`src/rtl/dsp_addsub_arbiter_if.sv`:
```
`default_nettype none
// ============================================================================
// Module   : dsp_addsub_arbiter_if
// Brief    : Bundle of requester handshakes, shared result, grant counters
//            and the register-driven link to the combinational add/sub dsp.
//            The slave modport is the arbiter's view; the master modport is
//            the view of the requesters plus the dsp block.
// Revision : 1.0  initial release
// ============================================================================
interface dsp_addsub_arbiter_if #(
    parameter int WIDTH = 32,
    parameter int CNT_W = 16
);
    // Requester side
    logic             req0;
    logic             req1;
    logic [WIDTH-1:0] a0;
    logic [WIDTH-1:0] a1;
    logic [WIDTH-1:0] b0;
    logic [WIDTH-1:0] b1;
    logic             sub0;
    logic             sub1;
    logic             ack0;
    logic             ack1;
    logic             done0;
    logic             done1;
    logic [WIDTH-1:0] result;
    logic             busy;

    // dsp side
    logic [WIDTH-1:0] dsp_in1;
    logic [WIDTH-1:0] dsp_in2;
    logic             dsp_addorsub;
    logic [WIDTH-1:0] dsp_out;

    // Grant statistics
    logic [CNT_W-1:0] gnt_cnt0;
    logic [CNT_W-1:0] gnt_cnt1;

    modport slave (
        input  req0, req1, a0, a1, b0, b1, sub0, sub1, dsp_out,
        output ack0, ack1, done0, done1, result, busy,
        output dsp_in1, dsp_in2, dsp_addorsub, gnt_cnt0, gnt_cnt1
    );

    modport master (
        output req0, req1, a0, a1, b0, b1, sub0, sub1, dsp_out,
        input  ack0, ack1, done0, done1, result, busy,
        input  dsp_in1, dsp_in2, dsp_addorsub, gnt_cnt0, gnt_cnt1
    );
endinterface
`default_nettype wire

```
`src/rtl/dsp_addsub_arbiter.sv`:
```
`default_nettype none
// ============================================================================
// Module   : dsp_addsub_arbiter
// Brief    : Shares one combinational 32-bit add/sub dsp between two
//            requesters. Accepts a request in IDLE, drives the dsp from
//            registered operands during EXEC, captures the dsp output and
//            pulses done to the owning requester in DONE (3 cycles per op).
//            Build option DSP_ARB_RR_EN: round-robin on ties (req0 wins the
//            first tie after reset); otherwise fixed priority to req0.
// Revision : 1.0  initial release
// ============================================================================
module dsp_addsub_arbiter #(
    // Must stay 32: the dsp splits each operand into two 16-bit halves.
    parameter int WIDTH = 32,
    parameter int CNT_W = 16
) (
    input  wire                  clk,
    input  wire                  rst,
    dsp_addsub_arbiter_if.slave  bus
);

    typedef enum logic [1:0] {
        S_IDLE = 2'd0,
        S_EXEC = 2'd1,
        S_DONE = 2'd2
    } state_t;

    localparam logic [CNT_W-1:0] C_CNT_MAX = {CNT_W{1'b1}};

    state_t           r_state;
    logic [WIDTH-1:0] r_in1;
    logic [WIDTH-1:0] r_in2;
    logic             r_sub;
    logic [WIDTH-1:0] r_result;
    logic             r_owner;
    logic             r_done0;
    logic             r_done1;
    logic             r_busy;
    logic [CNT_W-1:0] r_gnt_cnt0;
    logic [CNT_W-1:0] r_gnt_cnt1;
`ifdef DSP_ARB_RR_EN
    // Most recently granted requester; the other one wins the next tie.
    logic             r_last;
`endif

    logic             w_any_req;
    logic             w_win;      // 0 = requester 0, 1 = requester 1
    logic             w_idle;
    logic [WIDTH-1:0] w_op_a;
    logic [WIDTH-1:0] w_op_b;
    logic             w_op_sub;

    assign w_idle = (r_state == S_IDLE);

    // Arbitration: choose which requester would be granted this cycle.
    always_comb begin
        w_any_req = bus.req0 | bus.req1;
`ifdef DSP_ARB_RR_EN
        if (bus.req0 && bus.req1) begin
            w_win = ~r_last;
        end else begin
            w_win = bus.req1;
        end
`else
        w_win = ~bus.req0;
`endif
    end

    // Operand select for the winning requester.
    always_comb begin
        w_op_a   = w_win ? bus.a1   : bus.a0;
        w_op_b   = w_win ? bus.b1   : bus.b0;
        w_op_sub = w_win ? bus.sub1 : bus.sub0;
    end

    // Control FSM with registered operands, result, done pulses and counters.
    always_ff @(posedge clk) begin
        if (rst) begin
            r_state    <= S_IDLE;
            r_in1      <= '0;
            r_in2      <= '0;
            r_sub      <= 1'b0;
            r_result   <= '0;
            r_owner    <= 1'b0;
            r_done0    <= 1'b0;
            r_done1    <= 1'b0;
            r_busy     <= 1'b0;
            r_gnt_cnt0 <= '0;
            r_gnt_cnt1 <= '0;
`ifdef DSP_ARB_RR_EN
            r_last     <= 1'b1;
`endif
        end else begin
            // done is a single-cycle pulse; only the EXEC->DONE step raises it.
            r_done0 <= 1'b0;
            r_done1 <= 1'b0;
            case (r_state)
                S_IDLE: begin
                    if (w_any_req) begin
                        r_in1   <= w_op_a;
                        r_in2   <= w_op_b;
                        r_sub   <= w_op_sub;
                        r_owner <= w_win;
`ifdef DSP_ARB_RR_EN
                        r_last  <= w_win;
`endif
                        if (w_win) begin
                            if (r_gnt_cnt1 != C_CNT_MAX) begin
                                r_gnt_cnt1 <= r_gnt_cnt1 + CNT_W'(1);
                            end
                        end else begin
                            if (r_gnt_cnt0 != C_CNT_MAX) begin
                                r_gnt_cnt0 <= r_gnt_cnt0 + CNT_W'(1);
                            end
                        end
                        r_busy  <= 1'b1;
                        r_state <= S_EXEC;
                    end
                end
                S_EXEC: begin
                    // dsp has had a full cycle of stable registered inputs.
                    r_result <= bus.dsp_out;
                    r_done0  <= ~r_owner;
                    r_done1  <= r_owner;
                    r_state  <= S_DONE;
                end
                S_DONE: begin
                    r_busy  <= 1'b0;
                    r_state <= S_IDLE;
                end
                default: begin
                    r_busy  <= 1'b0;
                    r_state <= S_IDLE;
                end
            endcase
        end
    end

    // Acks are combinational and only ever asserted in IDLE.
    assign bus.ack0         = w_idle & w_any_req & ~w_win;
    assign bus.ack1         = w_idle & w_any_req &  w_win;
    assign bus.done0        = r_done0;
    assign bus.done1        = r_done1;
    assign bus.result       = r_result;
    assign bus.busy         = r_busy;
    assign bus.dsp_in1      = r_in1;
    assign bus.dsp_in2      = r_in2;
    assign bus.dsp_addorsub = r_sub;
    assign bus.gnt_cnt0     = r_gnt_cnt0;
    assign bus.gnt_cnt1     = r_gnt_cnt1;

endmodule
`default_nettype wire

```
`src/flat_wrapper.sv`:
```
// flat-port wrapper written by rule: the top's interface ports become plain ports
module dsp_addsub_arbiter_flat 
#(
                                                                        
    parameter int WIDTH = 32,
    parameter int CNT_W = 16
)
  (clk, rst, bus_req0, bus_req1, bus_a0, bus_a1, bus_b0, bus_b1, bus_sub0, bus_sub1, bus_dsp_out, bus_ack0, bus_ack1, bus_done0, bus_done1, bus_result, bus_busy, bus_dsp_in1, bus_dsp_in2, bus_dsp_addorsub, bus_gnt_cnt0, bus_gnt_cnt1);
  dsp_addsub_arbiter_if #(.WIDTH(WIDTH), .CNT_W(CNT_W)) bus_i ();
  input  wire clk;
  input  wire rst;
  input wire logic [$bits(bus_i.req0)-1:0] bus_req0;
  input wire logic [$bits(bus_i.req1)-1:0] bus_req1;
  input wire logic [$bits(bus_i.a0)-1:0] bus_a0;
  input wire logic [$bits(bus_i.a1)-1:0] bus_a1;
  input wire logic [$bits(bus_i.b0)-1:0] bus_b0;
  input wire logic [$bits(bus_i.b1)-1:0] bus_b1;
  input wire logic [$bits(bus_i.sub0)-1:0] bus_sub0;
  input wire logic [$bits(bus_i.sub1)-1:0] bus_sub1;
  input wire logic [$bits(bus_i.dsp_out)-1:0] bus_dsp_out;
  output wire logic [$bits(bus_i.ack0)-1:0] bus_ack0;
  output wire logic [$bits(bus_i.ack1)-1:0] bus_ack1;
  output wire logic [$bits(bus_i.done0)-1:0] bus_done0;
  output wire logic [$bits(bus_i.done1)-1:0] bus_done1;
  output wire logic [$bits(bus_i.result)-1:0] bus_result;
  output wire logic [$bits(bus_i.busy)-1:0] bus_busy;
  output wire logic [$bits(bus_i.dsp_in1)-1:0] bus_dsp_in1;
  output wire logic [$bits(bus_i.dsp_in2)-1:0] bus_dsp_in2;
  output wire logic [$bits(bus_i.dsp_addorsub)-1:0] bus_dsp_addorsub;
  output wire logic [$bits(bus_i.gnt_cnt0)-1:0] bus_gnt_cnt0;
  output wire logic [$bits(bus_i.gnt_cnt1)-1:0] bus_gnt_cnt1;
  assign bus_i.req0 = bus_req0;
  assign bus_i.req1 = bus_req1;
  assign bus_i.a0 = bus_a0;
  assign bus_i.a1 = bus_a1;
  assign bus_i.b0 = bus_b0;
  assign bus_i.b1 = bus_b1;
  assign bus_i.sub0 = bus_sub0;
  assign bus_i.sub1 = bus_sub1;
  assign bus_i.dsp_out = bus_dsp_out;
  assign bus_ack0 = bus_i.ack0;
  assign bus_ack1 = bus_i.ack1;
  assign bus_done0 = bus_i.done0;
  assign bus_done1 = bus_i.done1;
  assign bus_result = bus_i.result;
  assign bus_busy = bus_i.busy;
  assign bus_dsp_in1 = bus_i.dsp_in1;
  assign bus_dsp_in2 = bus_i.dsp_in2;
  assign bus_dsp_addorsub = bus_i.dsp_addorsub;
  assign bus_gnt_cnt0 = bus_i.gnt_cnt0;
  assign bus_gnt_cnt1 = bus_i.gnt_cnt1;
  dsp_addsub_arbiter #(.WIDTH(WIDTH), .CNT_W(CNT_W)) u_core (.clk(clk), .rst(rst), .bus(bus_i));
endmodule
```
`config.mk`:
```
export PLATFORM = sky130hd
export DESIGN_NAME = dsp_addsub_arbiter_flat
export DESIGN_NICKNAME = d
export VERILOG_FILES = /design/src/rtl/dsp_addsub_arbiter_if.sv /design/src/rtl/dsp_addsub_arbiter.sv /design/src/flat_wrapper.sv
export SDC_FILE = /design/constraint.sdc
export NUM_CORES = 1
export LEC_CHECK = 0
export ABC_AREA = 1
export CORE_MARGIN = 2
export CORE_UTILIZATION = 40
export CTS_BUF_LIST = sky130_fd_sc_hd__clkbuf_4 sky130_fd_sc_hd__clkbuf_8 sky130_fd_sc_hd__clkbuf_16
export CTS_CLUSTER_SIZE = 30
export DETAILED_ROUTE_END_ITERATION = 10
export GPL_TIMING_DRIVEN = 0
export PLACE_DENSITY = 0.8
export REMOVE_ABC_BUFFERS = 1
export SLEW_MARGIN = 0
export SYNTH_ARGS = -nofsm -noshare
export SYNTH_HDL_FRONTEND = slang
export SYNTH_SLANG_ARGS = --single-unit
export TNS_END_PERCENT = 1
```
`constraint.sdc`:
```
create_clock -name clk -period 1.8 [get_ports clk]
set_input_delay 0.36 -clock clk [delete_from_list [all_inputs] [get_ports clk]]
set_output_delay 0.36 -clock clk [all_outputs]
set_load 0.03 [all_outputs]
```
[Word-level counts from Yosys, hierarchy flattened]
Cells that the tools add are included.
Storage, ports and cells
  register bits after elaboration: 135
  input bits: 166
Cells by class
  add/subtract/negate cells: 2
  multiplexer cells: 7
  equality and inequality tests: 4
  reductions and logical operators: 6
  bitwise gates (word level): 7
Operators with widths (number)
  $mux W32: 2
  $add A16 B1 Y16 const B: 2
  $ne A16 B16 Y1 const B: 2
  $reduce_and A4 Y1: 2
  $pmux W2 S2: 1
  $reduce_and A2 Y1: 2
  $and A1 B1 Y1: 3
  $not A1 Y1: 3
  $eq A2 B1 Y1 const B: 1
  $logic_not A2 Y1: 1
  $mux W1: 2
  $mux W2: 1
  $ne A2 B1 Y1 const B: 1
  $pmux W1 S2: 1
  $reduce_or A2 Y1: 1
  $or A1 B1 Y1: 1

[Logic depth before layout (Yosys ltp)]
Gate-level depths: netlist (run 1).
  word-level depth: 3
  depth in mapped cells: 10
  gate-level depth less buffers: 10

[Worst setup path before layout (run 1)]
Ideal clock, no wire load.
  kind: register -> register
  start point: register u_core.r_gnt_cnt1[0] (netlist: u_core.bus.gnt_cnt1[0])
  end point: register u_core.r_gnt_cnt1[9] (netlist: u_core.bus.gnt_cnt1[9])
  arrival time: 1580 ps
  stages on the path, launching flop included: 10
  setup slack: 153 ps
  setup time: 68 ps
  path buffers: 0
  cell sequence: dfxtp_1 > ha_1 > inv_1 > nor2_4 > nand2_4 > clkinv_2 > nand2_4 > nand2_4 > nand2_1 > a21oi_2
On the way
  longest elaborated chain between the ends: 2
  elaborated cells on any way between the ends: 3
  those cells by class: add/sub (1); eq/ne (1); reduce/logical (1)
RTL lines
  start: declaration: RTL line dsp_addsub_arbiter.sv:40  | logic [CNT_W-1:0] r_gnt_cnt1;
  start signal: assignment: RTL line dsp_addsub_arbiter.sv:109  | r_gnt_cnt1 <= r_gnt_cnt1 + CNT_W'(1);
  parallel branches: the longest is 2 deep, another holds $add A16 B1 Y16
Parallel ways; which one is timed is not known.
A chain may end at the register's enable or synchronous reset.

[Final worst setup path (run 1)]
  start point: input rst
  end point: register u_core.r_done1 (netlist: u_core.bus.done1)
On the way
  longest elaborated chain between the ends: 1
RTL lines
  start: declaration: RTL line flat_wrapper.sv:11  | input wire rst;
  $reduce_or A2 Y1 (no line)
  end signal: assignment: RTL line dsp_addsub_arbiter.sv:124  | r_done1 <= r_owner;
  end: declaration: RTL line dsp_addsub_arbiter.sv:37  | logic r_done1;
No other way between the ends.

==> run_results.csv, run 1 <==
group,metric,value,unit
outcome,outcome,"complete, no violations",
clocking,clockRootBuffer,"clkbuf_16",
synthesis,synth-xor-area-share,1.19,%
clocking,numCtsBuffers,17,
cells_and_area,final_layout_size_suffix_gt1_share,8.06,%
floorplan,fp.dieH,125,um
floorplan,io_pins,300,
setup_path,worst_r2r_path_depth,9,
global_routing,grt_pass1_vias,6117,
sta,tightest_slew,749,ps
sta,fin_skew,9.96,ps
setup_path,worst_ep_required_time,2100,ps
power_and_ir_drop,p_leak,4.44,nW
clocking,cts.hold.buffers_added,0,
placement,dp_cells,1273,
detailed_routing,postRouteAntennaNets,0,
synthesis,ys_warn_count,0,
clocking,clock_path_buffers,2,
detailed_routing,via_count,6435,
setup_path,max_stage_delay,730,ps
cells_and_area,fin_util,66.5,%
run,drv_cap,0,
sta,rsz0062_at_grt,"yes",
synthesis,synth-compound-area-share,12.6,%
global_routing,met3_usage,8.00,%
synthesis,ys_ff_latch,135,
setup_path,crit_chain,"buf_4 -> buf_16 -> clkinvlp_4 -> and3_1",
power_and_ir_drop,powerDensity,875,nW/um^2
global_routing,grt_max_degree,82,
synthesis,muxShareOfSynthArea,0,%
floorplan,die_x,125,um
synthesis,synth-simple-area-share,33.9,%
cells_and_area,fin_nets,1284,
detailed_routing,post_drt_via_cell_ratio,4.90,
placement,port_buffers,299,
clocking,cts_sinks,135,
cells_and_area,diodes,0,
setup_path,end_kind,"flop",
placement,globalplace.congestion,0.833,
floorplan,fp.coreArea,14500,um^2
setup_path,crit_arrival,2100,ps
placement,pre_cts_ws,-1360,ps
global_routing,antenna_found_initial,0,
placement,placed_area,8990,um^2
cells_and_area,finalNonFillerCells,1313,
global_routing,busiest_layer,"met2",
synthesis,netlist_area,5890,um^2
synthesis,syn_inst,828,
floorplan,start_util,40.7,%
sta,hold_violations,0,
floorplan,rows,44,
synthesis,synth_enable_flop_cells,0,
setup_path,cp_slowest_cell,"clkinvlp_4",
setup_path,path_class,"in2reg",
sta,setup_viol,0,
setup_path,path_max_fanout,81,
synthesis,synthArstFlopShare,0,%
worst_hold_path,hold_class,"in2reg",
sta,fin_crit_sh,99.7,%
detailed_routing,drt-initial-drc-count,445,
cells_and_area,mostFrequentLayoutCell,"nand2_1",
clocking,cts_tree,"yes",
power_and_ir_drop,vdd.ir_drop.worst,645,uV
cells_and_area,area_delta_synth_final,63.4,%
sta,fmax,557,MHz
global_routing,overflow,0,
cells_and_area,final_area,9620,um^2
global_routing,grt_pass1_wl,31.2,mm
synthesis,synth_top_family_by_area,"simple AND/OR/NAND/NOR gates",
sta,worst_slack,6.11,ps
detailed_routing,wire_per_inst,15.2,um
detailed_routing,drc,0,
global_routing,track_usage,25.0,%
clocking,clk_latency,420,ps
placement,dp.final_hpwl,13.4,mm
synthesis,ys_seq_area_share,45.9,%
cells_and_area,mostFrequentLayoutCells,"292 x nand2_1, 162 x clkdlybuf4s50_1, 133 x dfxtp_1, 122 x nor2_1, 112 x dlygate4sd2_1",
global_routing,grtUsageMet1,28.5,%
synthesis,synth_ff_type,"dfxtp_1",
synthesis,synth_fa_ha_area_share,0.425,%
synthesis,ys_types,32,
floorplan,dieArea,15700,um^2
worst_hold_path,min_path_cells,2,
clocking,path_clk_slew,60,ps
detailed_routing,dr.pass1.iters,5,
clocking,htreeDepth,4,
sta,slew_violations,0,
synthesis,avgSynthCellArea,7.11,um^2
sta,relSlewSlack,50.0,%
detailed_routing,wl,20.0,mm
sta,min_period,1790,ps
global_routing,grt_use_met2,42.6,%
setup_path,start_kind,"input pin",
[area by class of cell]
type,instances,area [um^2]
sequential,135,2710
timing repair buffer,309,3050
clock buffer,24,497
fill,1284,4860
tap,184,230
multi-input combinational,616,2860
clock inverter,8,72.6
timing repair inverter,2,17.5
inverter,35,179
[what timing repair did]
action	CTS	global route
cloned	2	0
gates resized for setup	142	24
pin swaps	2	6
setup endpoints to repair	234	57
buffers inserted	8	0
[Yosys cell counts (2+ instances only)]
| library cell | instances | area [um^2] |
|---|---|---|
| nor2_2 | 7 | 43.8 |
| nor3_1 | 3 | 15.0 |
| clkbuf_1 | 17 | 63.8 |
| a21oi_2 | 6 | 52.6 |
| inv_2 | 3 | 11.3 |
| nand2_4 | 6 | 67.6 |
| nand2_1 | 292 | 1100 |
| dfxtp_1 | 135 | 2700 |
| nor2_1 | 123 | 462 |
| a21oi_1 | 16 | 80.1 |
| inv_1 | 28 | 105 |
| buf_2 | 19 | 95.1 |
| ha_1 | 2 | 25.0 |
| xor2_1 | 6 | 52.6 |
| o21ai_0 | 36 | 180 |
| buf_6 | 4 | 45.0 |
| nand4_1 | 10 | 62.6 |
| nand2_2 | 6 | 37.5 |
| nor2_4 | 6 | 67.6 |
| xnor2_1 | 2 | 17.5 |
| a31oi_1 | 66 | 413 |
| clkinv_2 | 2 | 10.0 |
| nand3_1 | 24 | 120 |
[flip-flops by register name (all words and copies together), names as in the netlist]
signal,count
u_core.bus.gnt_cnt0,16
u_core.bus.dsp_in2,32
u_core.bus.done1,1
u_core.r_state,2
u_core.bus.dsp_addorsub,1
u_core.bus.done0,1
u_core.bus.gnt_cnt1,16
u_core.bus.busy,1
u_core.r_owner,1
u_core.bus.result,32
u_core.bus.dsp_in1,32
[cell families (layout without fill, tap and decap cells)]
family | Yosys count | after routing
buffers and inverters | 77 | 378
adder cells (fa/ha/maj) | 2 | 2
AO/OA/AOI/OAI | 126 | 126
AND/OR/NAND/NOR | 480 | 480
flip-flops | 135 | 135
XOR/XNOR | 8 | 8
[path summary, 6_finish.rpt]
check / startpoint / end / slack, ps
worst min-delay path: rst / u_core.bus.gnt_cnt1[10]$_SDFFE_PP0P_ / 200
worst max-delay path: rst / u_core.bus.done1$_SDFF_PP0_ / 6
worst min register to register: u_core.bus.busy$_SDFFE_PP0P_ / u_core.bus.busy$_SDFFE_PP0P_ / 470
worst max register to register: u_core.r_state[0]$_SDFFE_PP0P_ / u_core.bus.dsp_in1[20]$_SDFFE_PP0P_ / 60
[metal layers]
layer | vias up | part of all wire, %
met3 | 46 | 7.0
met4 | 0 | 3.6
li1 | 3256 | -
met1 | 2888 | 40
met2 | 245 | 49
met5 | - | 0
[report_power, final]
| group | switching (mW) | total (mW) | internal, mW |
|---|---|---|---|
| Clock | 1.29 | 3.34 | 2.06 |
| Sequential | 0.108 | 3.31 | 3.20 |
| Combinational | 1.03 | 1.77 | 0.745 |
[per-stage QoR]
step	setup TNS [ps]	power [mW]	hold WS, ps
floorplan	-18020	4.19	413
global placement	-363560	5.15	453
detailed placement	-80650	5.20	463
CTS	0	8.49	184
global route	-960	8.75	183
finish	0	8.42	198
[worst max-delay path, delay by kind of cell]
kind,cells,cell delay (ps)
buffers and inverters,3,1200
and+or+nand+nor,1,440
No activity file was read; power rests on OpenSTA's default activity.
==> inputs of run 2 (changes only) <==
--- a/config.mk
+++ b/config.mk
@@ -6,13 +6,14 @@
 export NUM_CORES = 1
 export LEC_CHECK = 0
 export ABC_AREA = 1
+export ABC_CLOCK_PERIOD_IN_PS = 1600
 export CORE_MARGIN = 2
-export CORE_UTILIZATION = 40
+export CORE_UTILIZATION = 36
 export CTS_BUF_LIST = sky130_fd_sc_hd__clkbuf_4 sky130_fd_sc_hd__clkbuf_8 sky130_fd_sc_hd__clkbuf_16
 export CTS_CLUSTER_SIZE = 30
 export DETAILED_ROUTE_END_ITERATION = 10
 export GPL_TIMING_DRIVEN = 0
-export PLACE_DENSITY = 0.8
+export PLACE_DENSITY = 0.76
 export REMOVE_ABC_BUFFERS = 1
 export SLEW_MARGIN = 0
 export SYNTH_ARGS = -nofsm -noshare
==> constraint.sdc (replaced) <==
create_clock -name clk -period 1.6 [get_ports clk]
set_input_delay 0.32 -clock clk [delete_from_list [all_inputs] [get_ports clk]]
set_output_delay 0.32 -clock clk [all_outputs]
set_load 0.03 [all_outputs]
==> run_results.csv, run 2 (synthesis results as in run 1) <==
group,metric,value,unit
sta,tightest_slew,784,ps
cells_and_area,diodes,0,
setup_path,path_delay_family,"flip-flops",
clocking,cts.hold.buffers_added,0,
detailed_routing,drt-initial-drc-count,395,
sta,slew_violations,0,
sta,setup_viol,12,
sta,finalSetupTns,-239,ps
clocking,path_clk_slew,60,ps
placement,dp_cells,1305,
setup_path,r2r_end,"u_core.bus.dsp_in2[8]$_SDFFE_PP0P_",
power_and_ir_drop,p_comb_share,20.9,%
power_and_ir_drop,powerDensity,998,nW/um^2
floorplan,dieArea,17400,um^2
setup_path,r2r-start,"u_core.r_state[1]$_SDFFE_PP0P_",
detailed_routing,postRouteAntennaNets,0,
placement,placed_area,9040,um^2
clocking,cts_tree,"yes",
setup_path,worst_ep_required_time,1280,ps
cells_and_area,fin_nets,1286,
power_and_ir_drop,internal-power,6.72,mW
placement,pre_cts_ws,-1450,ps
power_and_ir_drop,p_seq_share,38.9,%
global_routing,grt_max_degree,83,
cells_and_area,area_delta_synth_final,63.1,%
setup_path,worst_r2r_path_depth,7,
sta,min_period,1700,ps
floorplan,start_util,36.9,%
setup_path,timing.critical_path.buf_inv,3,
detailed_routing,wl,20.6,mm
global_routing,overflow,0,
setup_path,cp.depth,5,
detailed_routing,dr.pass1.iters,5,
power_and_ir_drop,swShare,29.8,%
cells_and_area,mostFrequentLayoutCells,"291 x nand2_1, 163 x clkdlybuf4s50_1, 129 x dfxtp_1, 122 x nor2_1, 107 x dlygate4sd2_1",
detailed_routing,drc,0,
clocking,htreeDepth,4,
run,drv_cap,0,
global_routing,grt_pass1_wl,32.6,mm
detailed_routing,wire_per_inst,15.3,um
placement,port_buffers,299,
setup_path,end_kind,"output port",
cells_and_area,finalNonFillerCells,1347,
global_routing,track_usage,23.7,%
floorplan,io_pins,300,
setup_path,crit_arrival,1380,ps
cells_and_area,final_layout_size_suffix_gt1_share,10.3,%
setup_path,r2r_setup_slack,-10,ps
cells_and_area,final_area,9600,um^2
floorplan,die_x,132,um
power_and_ir_drop,vdd.ir_drop.worst,721,uV
setup_path,max_stage_delay,350,ps
clocking,clock_path_buffers,2,
outcome,violations,"negative setup slack",
sta,fin_skew,11.1,ps
floorplan,fp.coreArea,15900,um^2
cells_and_area,mostFrequentLayoutCell,"nand2_1",
setup_path,cp-startpoint,"u_core.r_state[1]$_SDFFE_PP0P_",
detailed_routing,via_count,6500,
placement,globalplace.congestion,0.833,
setup_path,path_max_fanout,3,
clocking,clockRootBuffer,"clkbuf_16",
clocking,numCtsBuffers,17,
clocking,clk_latency,420,ps
floorplan,rows,46,
sta,hold_violations,0,
power_and_ir_drop,pwr-share-clk,40.2,%
sta,worst_slack,-103,ps
setup_path,cp-endpoint,"bus_ack1",
global_routing,antenna_found_initial,0,
sta,rsz0062_at_grt,"yes",
placement,dp.final_hpwl,13.9,mm
clocking,cts_sinks,135,
setup_path,crit_chain,"nor2_4 -> buf_6 -> nand2_8 -> inv_16 -> buf_8",
setup_path,cp_slowest_cell,"dfxtp_2",
sta,timing.hold.ws,133,ps
sta,relSlewSlack,47.7,%
detailed_routing,post_drt_via_cell_ratio,4.83,
worst_hold_path,hold_class,"in2reg",
global_routing,grt_pass1_vias,6341,
setup_path,path_class,"reg2out",
power_and_ir_drop,net-switching-power,2.86,mW
cells_and_area,fin_util,60.2,%
sta,fmax,587,MHz
sta,fin_crit_sh,106,%
setup_path,start_kind,"flop",
power_and_ir_drop,total_power,9.58,mW
power_and_ir_drop,p_leak,4.10,nW
outcome,outcome,"finished with violations",
floorplan,fp.dieH,132,um
run 2: cell count changes in the layout (fill, tap and decap cells not counted), moves of 5 or more:
cell and change:
dfxtp_2 +5, dlygate4sd2_1 -5, clkdlybuf4s15_1 +8, clkbuf_2 +18, dlymetal6s2s_1 -22
run 2: how the worst min path moves through the flow:
stage / endpoint / slack [ps] / startpoint / depth (start not counted)
global placement: u_core.bus.done0$_SDFF_PP0_ / 450 / u_core.r_owner$_SDFFE_PP0P_ / 1
global route: u_core.bus.gnt_cnt1[7]$_SDFFE_PP0P_ / 130 / rst / 2
CTS: u_core.bus.gnt_cnt1[7]$_SDFFE_PP0P_ / 120 / rst / 2
finish: u_core.bus.gnt_cnt1[7]$_SDFFE_PP0P_ / 130 / rst / 2
detailed placement: u_core.bus.busy$_SDFFE_PP0P_ / 460 / u_core.bus.busy$_SDFFE_PP0P_ / 2
floorplan: u_core.bus.gnt_cnt1[10]$_SDFFE_PP0P_ / 380 / rst / 1
run 2: power by group through the flow:
| stage | clock network, mW | registers (mW) | logic [mW] |
|---|---|---|---|
| 2_1_floorplan | 0 | 4.23 | 0.476 |
| 3_3_place_gp | 0 | 3.79 | 2.02 |
| 3_5_place_dp | 0 | 3.79 | 2.07 |
| 4_1_cts | 3.91 | 3.72 | 2.00 |
| 5_1_grt | 4.07 | 3.75 | 2.15 |
| 6_report | 3.85 | 3.72 | 2.00 |
run 2: cell type report:
cell class	count	area (um^2)
sequential	135	2710
clock buffer	17	425
clock inverter	15	154
tap	216	270
multi-input combinational	616	2900
timing repair buffer	310	2940
timing repair inverter	3	36.3
fill	1476	6340
inverter	35	175
run 2: timing repair:
item / CTS / global route
setup buffers: 6 / 3
endpoints found under the hold margin: 0 / 0
cloned: 3 / 0
endpoints found under the setup margin: 262 / 144
gates resized for setup: 162 / 56
pin swaps: 2 / 3
run 2: layer usage:
metal	vias up	track usage, %	routed length, um
met3	43	6.77	1270
met2	210	41.7	10500
met4	0	10.7	648
li1	3265	-	-
met5	-	0	0
met1	2982	26.4	8190
